**src/rtl/cpu_pkg.sv**
```systemverilog
// Shared CPU definitions: instruction field positions, instruction width,
// default fetch reset address and the fetch-stage state encoding.
package cpu_pkg;

  localparam int INSTR_W = 32;

  // Instruction field bit positions (MIPS-style R/I/J formats)
  localparam int OP_HI     = 31;
  localparam int OP_LO     = 26;
  localparam int RS_HI     = 25;
  localparam int RS_LO     = 21;
  localparam int RT_HI     = 20;
  localparam int RT_LO     = 16;
  localparam int RD_HI     = 15;
  localparam int RD_LO     = 11;
  localparam int SHAMT_HI  = 10;
  localparam int SHAMT_LO  = 6;
  localparam int FUNCT_HI  = 5;
  localparam int FUNCT_LO  = 0;
  localparam int IMM_HI    = 15;
  localparam int IMM_LO    = 0;
  localparam int TARGET_HI = 25;
  localparam int TARGET_LO = 0;

  localparam logic [31:0] DEFAULT_RESET_PC = 32'h0000_0000;

  // FAULT is only reachable when the misalignment check is built in
  typedef enum logic [1:0] {
    IDLE  = 2'd0,
    FETCH = 2'd1,
    FULL  = 2'd2,
    FAULT = 2'd3
  } if_state_t;

endpackage

```
**src/rtl/ir_fields.sv**
```systemverilog
// Pure combinational slicing of an instruction word into its decode fields.
// Shared by the fetch stage and later decode logic.
module ir_fields
  import cpu_pkg::*;
(
  input  logic [INSTR_W-1:0] ir,
  output logic [5:0]         opcode,
  output logic [4:0]         rs,
  output logic [4:0]         rt,
  output logic [4:0]         rd,
  output logic [4:0]         shamt,
  output logic [5:0]         funct,
  output logic [15:0]        imme,
  output logic [25:0]        target
);

  assign opcode = ir[OP_HI:OP_LO];
  assign rs     = ir[RS_HI:RS_LO];
  assign rt     = ir[RT_HI:RT_LO];
  assign rd     = ir[RD_HI:RD_LO];
  assign shamt  = ir[SHAMT_HI:SHAMT_LO];
  assign funct  = ir[FUNCT_HI:FUNCT_LO];
  assign imme   = ir[IMM_HI:IMM_LO];
  assign target = ir[TARGET_HI:TARGET_LO];

endmodule

```
**src/rtl/if_stage.sv**
```systemverilog
// Instruction-fetch stage: owns the fetch PC, issues word requests over a
// req/ack handshake, latches the returned word into IR and presents its
// fields to decode. Redirects that arrive while a request is outstanding are
// held pending so the request is never withdrawn before its ack.
// Optional build macro IF_MISALIGN_CHECK_EN adds fetch_fault and a FAULT
// state entered on a misaligned redirect target; without it the low two
// target bits are simply cleared.
module if_stage
  import cpu_pkg::*;
#(
  parameter int                ADDR_W   = 32,
  parameter logic [ADDR_W-1:0] RESET_PC = ADDR_W'(DEFAULT_RESET_PC)
) (
  input  logic               clk,
  input  logic               rst_n,
  output logic               imem_req,
  output logic [ADDR_W-1:0]  imem_addr,
  input  logic               imem_ack,
  input  logic [INSTR_W-1:0] imem_rdata,
  input  logic               redirect_en,
  input  logic [ADDR_W-1:0]  redirect_pc,
  input  logic               ir_ready,
  output logic               ir_valid,
  output logic [ADDR_W-1:0]  pc,
  output logic [ADDR_W-1:0]  pc_plus4,
  output logic [5:0]         opcode,
  output logic [4:0]         rs,
  output logic [4:0]         rt,
  output logic [4:0]         rd,
  output logic [4:0]         shamt,
  output logic [5:0]         funct,
  output logic [15:0]        imme,
  output logic [25:0]        target
`ifdef IF_MISALIGN_CHECK_EN
  ,
  output logic               fetch_fault
`endif
);

  localparam logic [ADDR_W-1:0] ALIGN_MASK = {{(ADDR_W-2){1'b1}}, 2'b00};
  localparam logic [ADDR_W-1:0] PC_STEP    = ADDR_W'(4);

  if_state_t          state_reg, state_next;
  logic [ADDR_W-1:0]  fetch_pc_reg, fetch_pc_next;
  logic [INSTR_W-1:0] ir_reg, ir_next;
  logic [ADDR_W-1:0]  pc_reg, pc_next;
  logic               pend_reg, pend_next;
  logic [ADDR_W-1:0]  pend_pc_reg, pend_pc_next;

  // Word-aligned targets; the raw low bits are kept in pend_pc_reg so the
  // misalignment check can still see them when the pending redirect lands.
  logic [ADDR_W-1:0]  redir_tgt, pend_tgt;
  logic               redir_bad, pend_bad;

  assign redir_tgt = redirect_pc & ALIGN_MASK;
  assign pend_tgt  = pend_pc_reg & ALIGN_MASK;

`ifdef IF_MISALIGN_CHECK_EN
  assign redir_bad   = |redirect_pc[1:0];
  assign pend_bad    = |pend_pc_reg[1:0];
  assign fetch_fault = (state_reg == FAULT);
`else
  assign redir_bad = 1'b0;
  assign pend_bad  = 1'b0;
`endif

  // State and datapath registers with synchronous active-low reset
  always_ff @(posedge clk) begin
    if (!rst_n) begin
      state_reg    <= IDLE;
      fetch_pc_reg <= RESET_PC & ALIGN_MASK;
      ir_reg       <= '0;
      pc_reg       <= '0;
      pend_reg     <= 1'b0;
      pend_pc_reg  <= '0;
    end else begin
      state_reg    <= state_next;
      fetch_pc_reg <= fetch_pc_next;
      ir_reg       <= ir_next;
      pc_reg       <= pc_next;
      pend_reg     <= pend_next;
      pend_pc_reg  <= pend_pc_next;
    end
  end

  // Next-state and datapath update logic; outputs are decoded from state_reg
  always_comb begin
    state_next    = state_reg;
    fetch_pc_next = fetch_pc_reg;
    ir_next       = ir_reg;
    pc_next       = pc_reg;
    pend_next     = pend_reg;
    pend_pc_next  = pend_pc_reg;

    case (state_reg)
      IDLE: begin
        state_next = FETCH;
        if (redirect_en) begin
          if (redir_bad) state_next = FAULT;
          else           fetch_pc_next = redir_tgt;
        end
      end

      FETCH: begin
        if (imem_ack) begin
          if (redirect_en) begin
            // Word returned for a path that is being abandoned
            pend_next = 1'b0;
            if (redir_bad) state_next = FAULT;
            else           fetch_pc_next = redir_tgt;
          end else if (pend_reg) begin
            pend_next = 1'b0;
            if (pend_bad) state_next = FAULT;
            else          fetch_pc_next = pend_tgt;
          end else begin
            ir_next       = imem_rdata;
            pc_next       = fetch_pc_reg;
            fetch_pc_next = fetch_pc_reg + PC_STEP;
            state_next    = FULL;
          end
        end else if (redirect_en) begin
          // Keep the current request stable; apply the target after its ack
          pend_next    = 1'b1;
          pend_pc_next = redirect_pc;
        end
      end

      FULL: begin
        if (redirect_en) begin
          if (redir_bad) state_next = FAULT;
          else begin
            fetch_pc_next = redir_tgt;
            state_next    = FETCH;
          end
        end else if (ir_ready) begin
          state_next = FETCH;
        end
      end

      FAULT: begin
        if (redirect_en && !redir_bad) begin
          fetch_pc_next = redir_tgt;
          state_next    = FETCH;
        end
      end

      default: state_next = IDLE;
    endcase
  end

  assign imem_req  = (state_reg == FETCH);
  assign imem_addr = fetch_pc_reg;
  assign ir_valid  = (state_reg == FULL);
  assign pc        = pc_reg;
  assign pc_plus4  = pc_reg + PC_STEP;

  ir_fields u_ir_fields (
    .ir     (ir_reg),
    .opcode (opcode),
    .rs     (rs),
    .rt     (rt),
    .rd     (rd),
    .shamt  (shamt),
    .funct  (funct),
    .imme   (imme),
    .target (target)
  );

endmodule

```
**config.mk**
```make
export PLATFORM = sky130hd
export DESIGN_NAME = if_stage
export DESIGN_NICKNAME = d
export VERILOG_FILES = /design/src/rtl/cpu_pkg.sv /design/src/rtl/ir_fields.sv /design/src/rtl/if_stage.sv
export SDC_FILE = /design/constraint.sdc
export NUM_CORES = 1
export LEC_CHECK = 0
export CAP_MARGIN = 20
export CORE_MARGIN = 2
export CORE_UTILIZATION = 41
export CTS_BUF_LIST = sky130_fd_sc_hd__clkbuf_16
export CTS_CLUSTER_SIZE = 16
export DETAILED_ROUTE_END_ITERATION = 6
export PLACE_DENSITY = 0.75
export SYNTH_ARGS = -nofsm -noshare
export SYNTH_HDL_FRONTEND = slang
export SYNTH_SLANG_ARGS = --single-unit
```
**constraint.sdc**
```tcl
create_clock -name clk -period 1.75 [get_ports clk]
set_clock_uncertainty 0.05 [all_clocks]
set_input_delay 0.2625 -clock clk [delete_from_list [all_inputs] [get_ports clk]]
set_output_delay 0.2625 -clock clk [all_outputs]
set_load 0.02 [all_outputs]
```
=== Word-level counts from Yosys, hierarchy flattened ===
Index checks and enable logic that the tools add are counted.

* Reduce and logical (&&, ||, !) cells: 8
* Bitwise gates (word level): 3
* Eq/ne operators: 9
* $add $sub $neg: 2
* Muxes and demuxes: 14

{| class="wikitable"
|+ Operators with widths
! operator !! number
|-
| $mux W32 || 4
|-
| $add A32 B3 Y32 const B || 2
|-
| $pmux W32 S2 || 1
|-
| $mux W2 || 6
|-
| $pmux W2 S4 || 1
|-
| $ne A2 B2 Y1 const B || 3
|-
| $reduce_and A5 Y1 || 1
|-
| $eq A2 B2 Y1 const B || 2
|-
| $ne A2 B1 Y1 const B || 2
|-
| $reduce_and A2 Y1 || 2
|-
| $reduce_and A4 Y1 || 1
|-
| $ne A3 B3 Y1 const B || 1
|-
| $not A1 Y1 || 3
|-
| $reduce_and A3 Y1 || 1
|-
| $reduce_or A3 Y1 || 1
|-
| $eq A2 B1 Y1 const B || 1
|-
| $logic_not A2 Y1 || 1
|-
| $mux W1 || 2
|-
| $reduce_bool A2 Y1 || 1
|}

* Bits in registers: 131
* Input bits: 69
* Output and inout bits: 172

=== Logic depth before layout (Yosys ltp) ===
Gate-level depths: netlist (run 1).

* Depth in word-level cells: 5
* Depth in mapped cells: 7
* Mapped depth without buffers: 6

=== Cells and area by module ===
A second synthesis (run 1) with hierarchy kept.

* Cells, all modules: 909
* Area total of the unflattened synthesis: 6811.5 sq um

{| class="wikitable"
|+ By module, submodules not included
! module !! times used !! area an instance (sq um) !! cells each !! sequential area each (sq um)
|-
| if_stage || 1 || 6256.0 || 835 || 2502.4
|-
| ir_fields || 1 || 555.5 || 74 || 0.0
|}

=== Least setup slack after synthesis (run 1) ===
No wires, ideal clock.

* Kind: register -> output
* Start: register pc_reg[15] (netlist: pc[15])
* End: output port pc_plus4[26]
* Data arrival time: 1.938 ns
* Cell stages (with the launch flop): 6
* Slack: -0.501 ns
* Cells stage by stage: dfxtp_1 -> and4_1 -> nand3_1 -> nor4_1 -> nand3_1 -> xnor2_1

* Longest elaborated chain between the ends: 1

{| class="wikitable"
|+ Ends and longest elaborated chain
! item !! RTL line !! source
|-
| start: declaration || if_stage.sv:46 || <nowiki>logic [ADDR_W-1:0] pc_reg, pc_next;</nowiki>
|-
| start signal: assignment || if_stage.sv:80 || <nowiki>pc_reg <= pc_next;</nowiki>
|-
| $add A32 B3 Y32 || if_stage.sv:155 || <nowiki>assign pc_plus4 = pc_reg + PC_STEP;</nowiki>
|-
| end: declaration || if_stage.sv:25 || <nowiki>output logic [ADDR_W-1:0] pc_plus4,</nowiki>
|}

Every way passes these cells.

=== Worst setup path after layout (run 1) ===
* Start: register pc_reg[17] (netlist: pc[17])
* End: output port pc_plus4[30]

Same word-level chain as after synthesis.

==> run metrics, run 1 <==
clk buf depth 2; Antenna Nets Post-Route 0; status complete, but fails checks; max FFs per register 32; drt total wl around 23000 µm; final hold viol count 0; clock root buffer master clkbuf_16; Cell Rows 45; Core ar. roughly 15000 µm²; period utilisation layout 131%; maximum fanout along the worst path 4; DRC Markers 0; max-cap violations 0; post-synthesis sequential area ratio 38.7%; Tmin final 2290 ps; Yosys cell types 62; number of DRC markers in iteration 0 approximately 500; Clock Pin Slew Worst Setup and Hold Paths 60 ps; Yosys top cell area share about two fifths; die height 130 µm; area grow syn2layout 68.8%; first-pass GRT wire length approximately 33000 µm; Max Fclk 437 MHz; Pwr per Cell Area 741 nW/µm²; Synth Warn # 0; I/O Pins 241; failing checks negative setup slack; I/O Buffers 232; static leakage about 5.3 nW; initial antenna violation count 0; clk sinks 125; RSZ-0062 raised after global routing yes; Post-layout nets 1230; Non-Filler Instances about 1.4k; initial core utilization 42.2%; drt wl/cell 16.6 µm; Vias approximately 7.2k; Clock Latency Late Sink between 400 and 500 ps; layout cells sized above 1 26.6%; mean post-synth cell area 7.48 µm²; hold-fix buffers at CTS 0; CTS tree yes; top_reg_cell synth dfxtp_1; Final Setup Violations 27; Tot GR Track Use 25.1%; Vias/cell 5.21; area leader, netlist dfxtp_1; Cells after DPL 1327; EDFF count, synth 0; WP data arrival 1970 ps; ANT cells 0; Post-synth top cells nand2_1 (241), dfxtp_1 (125), a21oi_1 (120); vias in the first global route between 6k and 7k; most frequent cell after synthesis nand2_1; crit path launch type flop; Sum Neg Setup Slack -10040 ps; Worst IR Drop VDD 0.731 mV; cell count after synthesis 865; Setup crit end kind output port; Critical Path RT between 1000 and 1500 ps; number of buffers created by CTS 17; DR pass1 iterations 5; final worst slack -537 ps; mapped cell area about 6500 µm²; post-layout util between 70% and 80%; Synth area leaders dfxtp_1 (39%), nand2_1 (14%), a21oi_1 (9.3%); hold crit path type input port to flop; Synth Register Bits ~130; GPL Wtd Cong 0.883; Max Transition Viols Final 0; gr ovfl total 0; DP HPWL 15700 µm; Crit Path Class flop to output port; maximum level of the CTS H-tree 4; Synth async-reset ratio 0%; DIE AREA roughly 17000 µm²; pin count of the biggest net entering global routing 66; die width 130 µm
per-layer routing:
layer,wire length [µm],track usage [%]
met4,713,10.7
met5,0,0
met2,11400,42.6
met3,1500,4.62
met1,9400,31.4
path summary, 6_finish.rpt:
path | startpoint | endpoint | slack (ps) | cells after the start
min | imem_rdata[31] | ir_reg[31] | 330 | 3
max | pc[17] | pc_plus4[30] | -540 | 7
max reg2reg | state_reg[0] | state_reg[0] | -20 | 8
min reg2reg | pend_pc_reg[6] | pend_pc_reg[6] | 400 | 2
per-stage QoR:
stage               power (mW)  hold WS (ps)  worst slack, ps  area (µm²)
floorplan                 3.91           348             -166        6760
global placement          4.67           389             -610        9740
detailed placement        4.68           394             -655        9740
CTS                       8.04           320             -536       10400
global route              8.39           322             -603       10900
finish                    8.09           329             -537       10900
logic make-up after synthesis:
logic type | count (synthesis) | share of synthesized area [%]
AOI/OAI and AO/OA | 206 | 18.3
xor gates and xnor gates | 40 | 5.42
adders and majority gates | 2 | 0.387
buffers and inverters | 115 | 9.71
DFF | 125 | 38.7
muxes | 7 | 1.20
other | 1 | 0.0580
and+or+nand+nor | 369 | 26.2
cells in the final DEF (no fill, tap or decap), drive strengths merged, types with 8 or more instances in the layout:
cell type | synthesis | layout
nand2 | 241 | 241
buf | 60 | 168
dfxtp | 125 | 125
a21oi | 120 | 120
clkdlybuf4s50 | 0 | 90
dlygate4sd2 | 0 | 70
dlymetal6s2s | 0 | 42
o21ai | 40 | 40
nand3 | 33 | 33
xnor2 | 28 | 28
clkbuf | 45 | 22
nand4 | 16 | 16
and3 | 16 | 16
nor2 | 14 | 14
inv | 9 | 12
xor2 | 12 | 12
nor3 | 12 | 12
clkinv | 1 | 8
power by group:
| group | internal, mW | leakage [nW] | switching, mW | total (mW) |
|---|---|---|---|---|
| logic | 0.746 | 3.98 | 0.840 | 1.59 |
| registers | 2.97 | 1.04 | 0.122 | 3.09 |
| clock network | 2.09 | 0.287 | 1.32 | 3.41 |
critical path: stages (launching register included):
cell,delay (ps)
dfxtp_4,340
and4_4,250
nand3_4,100
nor4_4,240
buf_6,180
nand3_4,80
xnor2_2,190
buf_4,170
area by class of cell:
type                    count  area, µm²
fillers                  1222       4400
multi-input cells         630       3900
repair buffers            375       3550
flip-flops and latches    125       2590
clock buffers              19        475
well taps                 211        264
clock inverters            13       95.1
inverters                  10       38.8
repair_timing:
item                       CTS  global route
buffers inserted             5            13
resized for setup          255            85
gates cloned                 1             5
pin swaps                   19            31
setup endpoints to repair  223           172
hold endpoints to repair     0             0
Power figures use the tool's default switching activity.
==> run 2: changes to the inputs <==
- CORE_UTILIZATION: 41 -> 48
- MAX_ROUTING_LAYER: unset -> met4
- PLACE_DENSITY: 0.75 -> unset
- PLACE_DENSITY_LB_ADDON: unset -> 0.12
- clock period: 1.75 -> 2.8 ns (I/O delays scaled with it)
==> run 2 against run 1 <==
- the run now ends clean
- critical path depth fell by 1
- core utilization fell by 0.98 points
- cell count decreased by 10%
- register-to-register slack better by 730 ps
- sequential power is 36% lower
- die area shrank 14%
- sequential cell count is the same
- sequential share of layout area up 3.3 points
- hold slack improved by 71 ps
- clock power is 40% lower
- final area is 15% lower
- critical path type unchanged
- highest routed layer unchanged
==> run metrics, run 2 (synthesis results as in run 1) <==
status finished clean; period utilisation layout 93.9%; pin count of the biggest net entering global routing ~110; gr ovfl total 0; clk sinks 125; initial antenna violation count 0; reg2reg setup slack 710 ps; Final Setup Violations 0; maximum level of the CTS H-tree 4; hold crit path type flop to flop; Max Transition Viols Final 0; maximum fanout along the worst path 5; number of buffers created by CTS 17; Finished Cell Area between 9000 and 10000 µm²; clk buf depth 2; Antenna Nets Post-Route 0; layout cells sized above 1 8.26%; Tot GR Track Use 28.5%; most frequent cells in the layout nand2_1 (240), clkdlybuf4s50_1 (209), dfxtp_1 (125), a21oi_1 (120), o21ai_0 (40); slowest CP cell dlygate4sd2_1; Vias/cell 5.31; Core ar. 13200 µm²; Pwr per Cell Area 521 nW/µm²; DRC Markers 0; Cell Rows 42; die height 120 µm; Placement Cell Area 8750 µm²; RSZ-0062 raised after global routing no; GPL Wtd Cong 0.900; DR pass1 iterations 5; Vias 6593; Tmin final 2630 ps; die width 120 µm; vias in the first global route 6049; Relative slew margins 56.5%; max FFs per register 32; ANT cells 0; CP Cell Sequence and4_1 -> nand3_1 -> nor4b_2 -> buf_4 -> xor2_1 -> dlygate4sd2_1; clock root buffer master clkbuf_16; I/O Buffers 232; DP Worst Slack 156 ps; Worst Hold Slack roughly 400 ps; static leakage between 3 and 4 nW; Critical Path Max Stage Delay 380 ps; drt wl/cell 16.2 µm; final hold viol count 0; WP data arrival between 2000 and 2500 ps; worst path buffer plus inverter count 2; DIE AREA approximately 14000 µm²; Critical Path RT 2330 ps; Crit Path Class flop to output port; CTS tree yes; Max Fclk about 380 MHz; number of DRC markers in iteration 0 568; Clock Pin Slew Worst Setup and Hold Paths around 50 ps; Worst IR Drop VDD 0.408 mV; Clock Latency Late Sink 420 ps; first-pass GRT wire length 31900 µm; most common cell after layout, fill and taps aside nand2_1; Setup crit end kind output port; initial core utilization roughly half; crit path launch type flop; area grow syn2layout 43.4%; drt total wl 20100 µm; max-cap violations 0; Worst Max-Slew Pin Slew between 600 and 700 ps; CP delay by family, top simple AND/OR/NAND/NOR gates; Post-layout nets 1124; Sum Neg Setup Slack 0 ps; final worst slack 170 ps; DP HPWL 14000 µm; I/O Pins 241
==> run 2: cell types whose count changed in the layout (fill, tap and decap cells not counted), moves of 15 or more <==
| cell | delta |
|---|---|
| clkdlybuf4s50_1 | +119 |
| buf_4 | -110 |
| dlygate4sd2_1 | -61 |
| dlymetal6s2s_1 | -36 |
| dfxtp_1 | +33 |
| dfxtp_4 | -17 |
| xnor2_1 | +17 |
| xnor2_2 | -17 |
| dfxtp_2 | -16 |
| nand3_1 | +15 |
==> run 2: report_power, final <==
| group | leakage, nW | internal (mW) | switching [mW] |
|---|---|---|---|
| Combinational | 2.15 | 0.383 | 0.446 |
| Clock | 0.279 | 1.27 | 0.766 |
| Sequential | 1.02 | 1.86 | 0.107 |
| Total | 3.45 | 3.52 | 1.32 |
==> run 2: per-layer routing <==
metal  share of wire (%)  GRT usage [%]  wire, µm  vias to the layer above
li1                    -              -         -                     3299
met1                  44           36.2      8840                     3022
met2                  48           44.6      9570                      238
met3                 6.4           6.27      1290                       34
met4                 2.0           10.1       409                        0
met5                   0              -         0                        -
==> run 2: timing repair <==
item | in CTS | in global routing
setup buffers | 1 | 0
setup endpoints to repair | 19 | 14
resized for setup | 20 | 26
hold buffers | 0 | 0
pin swaps | 1 | 1
==> run 2: stage by stage <==
| stage | total power, mW | util, % | cells |
|---|---|---|---|
| 3_5_place_dp | 2.83 | 66.3 | 1209 |
| 4_1_cts | 4.86 | 70.4 | 1242 |
| 3_3_place_gp | 2.82 | 66.3 | 1209 |
| 2_1_floorplan | 2.44 | - | 870 |
| 5_1_grt | 5.01 | 70.3 | 1242 |
| 6_report | 4.83 | 70.3 | 1242 |
==> run 2: tightest hold or removal path: stages, from the launching register on <==
cell and delay, ps:
dfxtp_1 300, nand2_1 50, a21oi_1 50
==> run 2: area by class of cell <==
| class | instances | area (µm²) |
|---|---|---|
| Multi-Input combinational cell | 630 | 3380 |
| Timing Repair Buffer | 269 | 2590 |
| Inverter | 10 | 38.8 |
| Clock buffer | 17 | 425 |
| Fill cell | 1133 | 3920 |
| Tap cell | 176 | 220 |
| Sequential cell | 125 | 2500 |
| Clock inverter | 15 | 114 |
==> run 2: worst paths after layout <==
path | start | end | depth (start not counted)
worst max register to register | state_reg[0] | imem_addr[31] | 5
worst min-delay path | pend_pc_reg[30] | pend_pc_reg[30] | 2
worst max-delay path | pc[18] | pc_plus4[23] | 6
worst min register to register | pend_pc_reg[30] | pend_pc_reg[30] | 2
==> run 3: changes to the inputs <==
- CORE_UTILIZATION: 48 -> 40
==> run 3 against run 2 <==
- cell count up 3.5%
- critical path type unchanged
- largest power group unchanged
- maximum frequency down 3.0%
- hold slack worse by 0.88 ps
- clock power up 16%
- global-route usage down 3.9 points
==> run metrics, run 3 (synthesis results as in run 1) <==
Antenna Nets Post-Route 0; Critical Path RT 2330 ps; number of buffers created by CTS 17; Clock Pin Slew Worst Setup and Hold Paths 60 ps; layout cells sized above 1 9.17%; drt total wl ~21000 µm; Tmin final 2710 ps; initial core utilization 40.9%; r2r startpoint state_reg[1]; Relative slew margins a little over half; RSZ-0062 raised after global routing yes; die height 131 µm; GPL Wtd Cong 0.841; post-layout util 59.7%; Worst Max-Slew Pin Slew 695 ps; reg2reg setup slack 570 ps; min-delay src pend_pc_reg[12]; drt wl/cell 16.3 µm; DRC Markers 0; clk buf depth 2; RR Endpoint imem_addr[26]; Fill cells 1431; WP data arrival approximately 2200 ps; Crit Path Class flop to output port; Tot GR Track Use 24.5%; Vias ~6.6k; I/O Pins around 240; status finished clean; DIE AREA 17200 µm²; hold crit path type flop to flop; clk sinks between 100 and 150; die width between 100 and 150 µm; Placement Cell Area 8860 µm²; CTS tree yes; ANT cells 0; final hold viol count 0; max FFs per register 32; worst hold endpoint pend_pc_reg[12]; Vias/cell 5.12; most common cell after layout, fill and taps aside nand2_1; number of DRC markers in iteration 0 389; Max Transition Viols Final 0; most frequent cells in the layout nand2_1 (240), clkdlybuf4s50_1 (208), dfxtp_1 (123), a21oi_1 (120), o21ai_0 (40); clock root buffer master clkbuf_16; WHS Path Cells 2; Final Setup Violations 0; maximum fanout along the worst path 5; Worst Reg-to-Reg Cells 6; static leakage 3.43 nW; Core ar. roughly 16000 µm²; gr ovfl total 0; Cell Rows 46; Post-layout nets 1127; area grow syn2layout 46.2%; max-cap violations 0; I/O Buffers 232; pin count of the biggest net entering global routing 105; Max Fclk 369 MHz; crit path launch type flop; Pwr per Cell Area about 550 nW/µm²; vias in the first global route 5995; hold-fix buffers at CTS 0; maximum level of the CTS H-tree 4; Finished Cell Area 9460 µm²; initial antenna violation count 0; DP HPWL 15000 µm; Setup crit end kind output port; period utilisation layout between 90% and 100%; Clock Latency Late Sink 420 ps; Worst IR Drop VDD 0.439 mV; DR pass1 iterations 5; first-pass GRT wire length roughly 33000 µm
## run 3: stage by stage
step	cells	total power, mW	setup TNS (ps)	hold slack (ps)	worst slack [ps]
after floorplan	870	2.44	0	381	392
after global placement	1252	2.84	0	387	184
after detailed placement	1252	2.85	0	392	149
after CTS	1285	5.22	0	400	15.3
after global routing	1285	5.36	-1.23	420	-1.23
final	1285	5.18	0	399	86.9
## run 3: power by group
part           switching [mW]  internal (mW)  total, mW  leakage (nW)
Sequential              0.110           1.86       1.97          1.02
Combinational           0.449          0.391      0.839          2.11
Clock                   0.812           1.56       2.37         0.302
Total                    1.37           3.81       5.18          3.43
## run 3: critical path, cell delays in order (launching register included)
cell and delay [ps]:
dfxtp_1 390, and4_2 290, nand3_1 110, nor4_1 310
buf_4 180, nand3_1 80, xnor2_1 170, clkdlybuf4s15_2 290
## run 3: cell type report
cell class / count / area (µm²) / area share [%]
multi-input cells: 630 / 3380 / 35.7
repair buffers: 272 / 2640 / 27.9
flip-flops and latches: 125 / 2500 / 26.5
clock buffers: 17 / 425 / 4.50
well taps: 216 / 270 / 2.86
clock inverters: 15 / 203 / 2.14
inverters: 10 / 38.8 / 0.410
## run 3: what timing repair did
item | CTS | global route
setup buffers | 1 | 0
pin swaps | 1 | 1
gates resized for setup | 27 | 21
endpoints found under the setup margin | 22 | 12
## run 3: metal layers
metal	up-vias	part of all wire, %	GRT usage, %
met3	17	6.5	5.59
met4	0	1.1	7.07
met1	3029	44	30.7
met2	237	48	39.8
met5	-	0	-
li1	3297	-	-
## run 3: worst max-delay path by stage
stage           start            to  slack, ps  depth (start not counted)
2_1_floorplan  pc[15]  pc_plus4[26]        390                          5
3_3_place_gp   pc[17]  pc_plus4[24]        180                          7
3_5_place_dp   pc[17]  pc_plus4[24]        150                          7
4_1_cts        pc[17]  pc_plus4[26]         20                          7
5_1_grt        pc[17]  pc_plus4[24]         -1                          7
6_report       pc[17]  pc_plus4[24]         90                          7
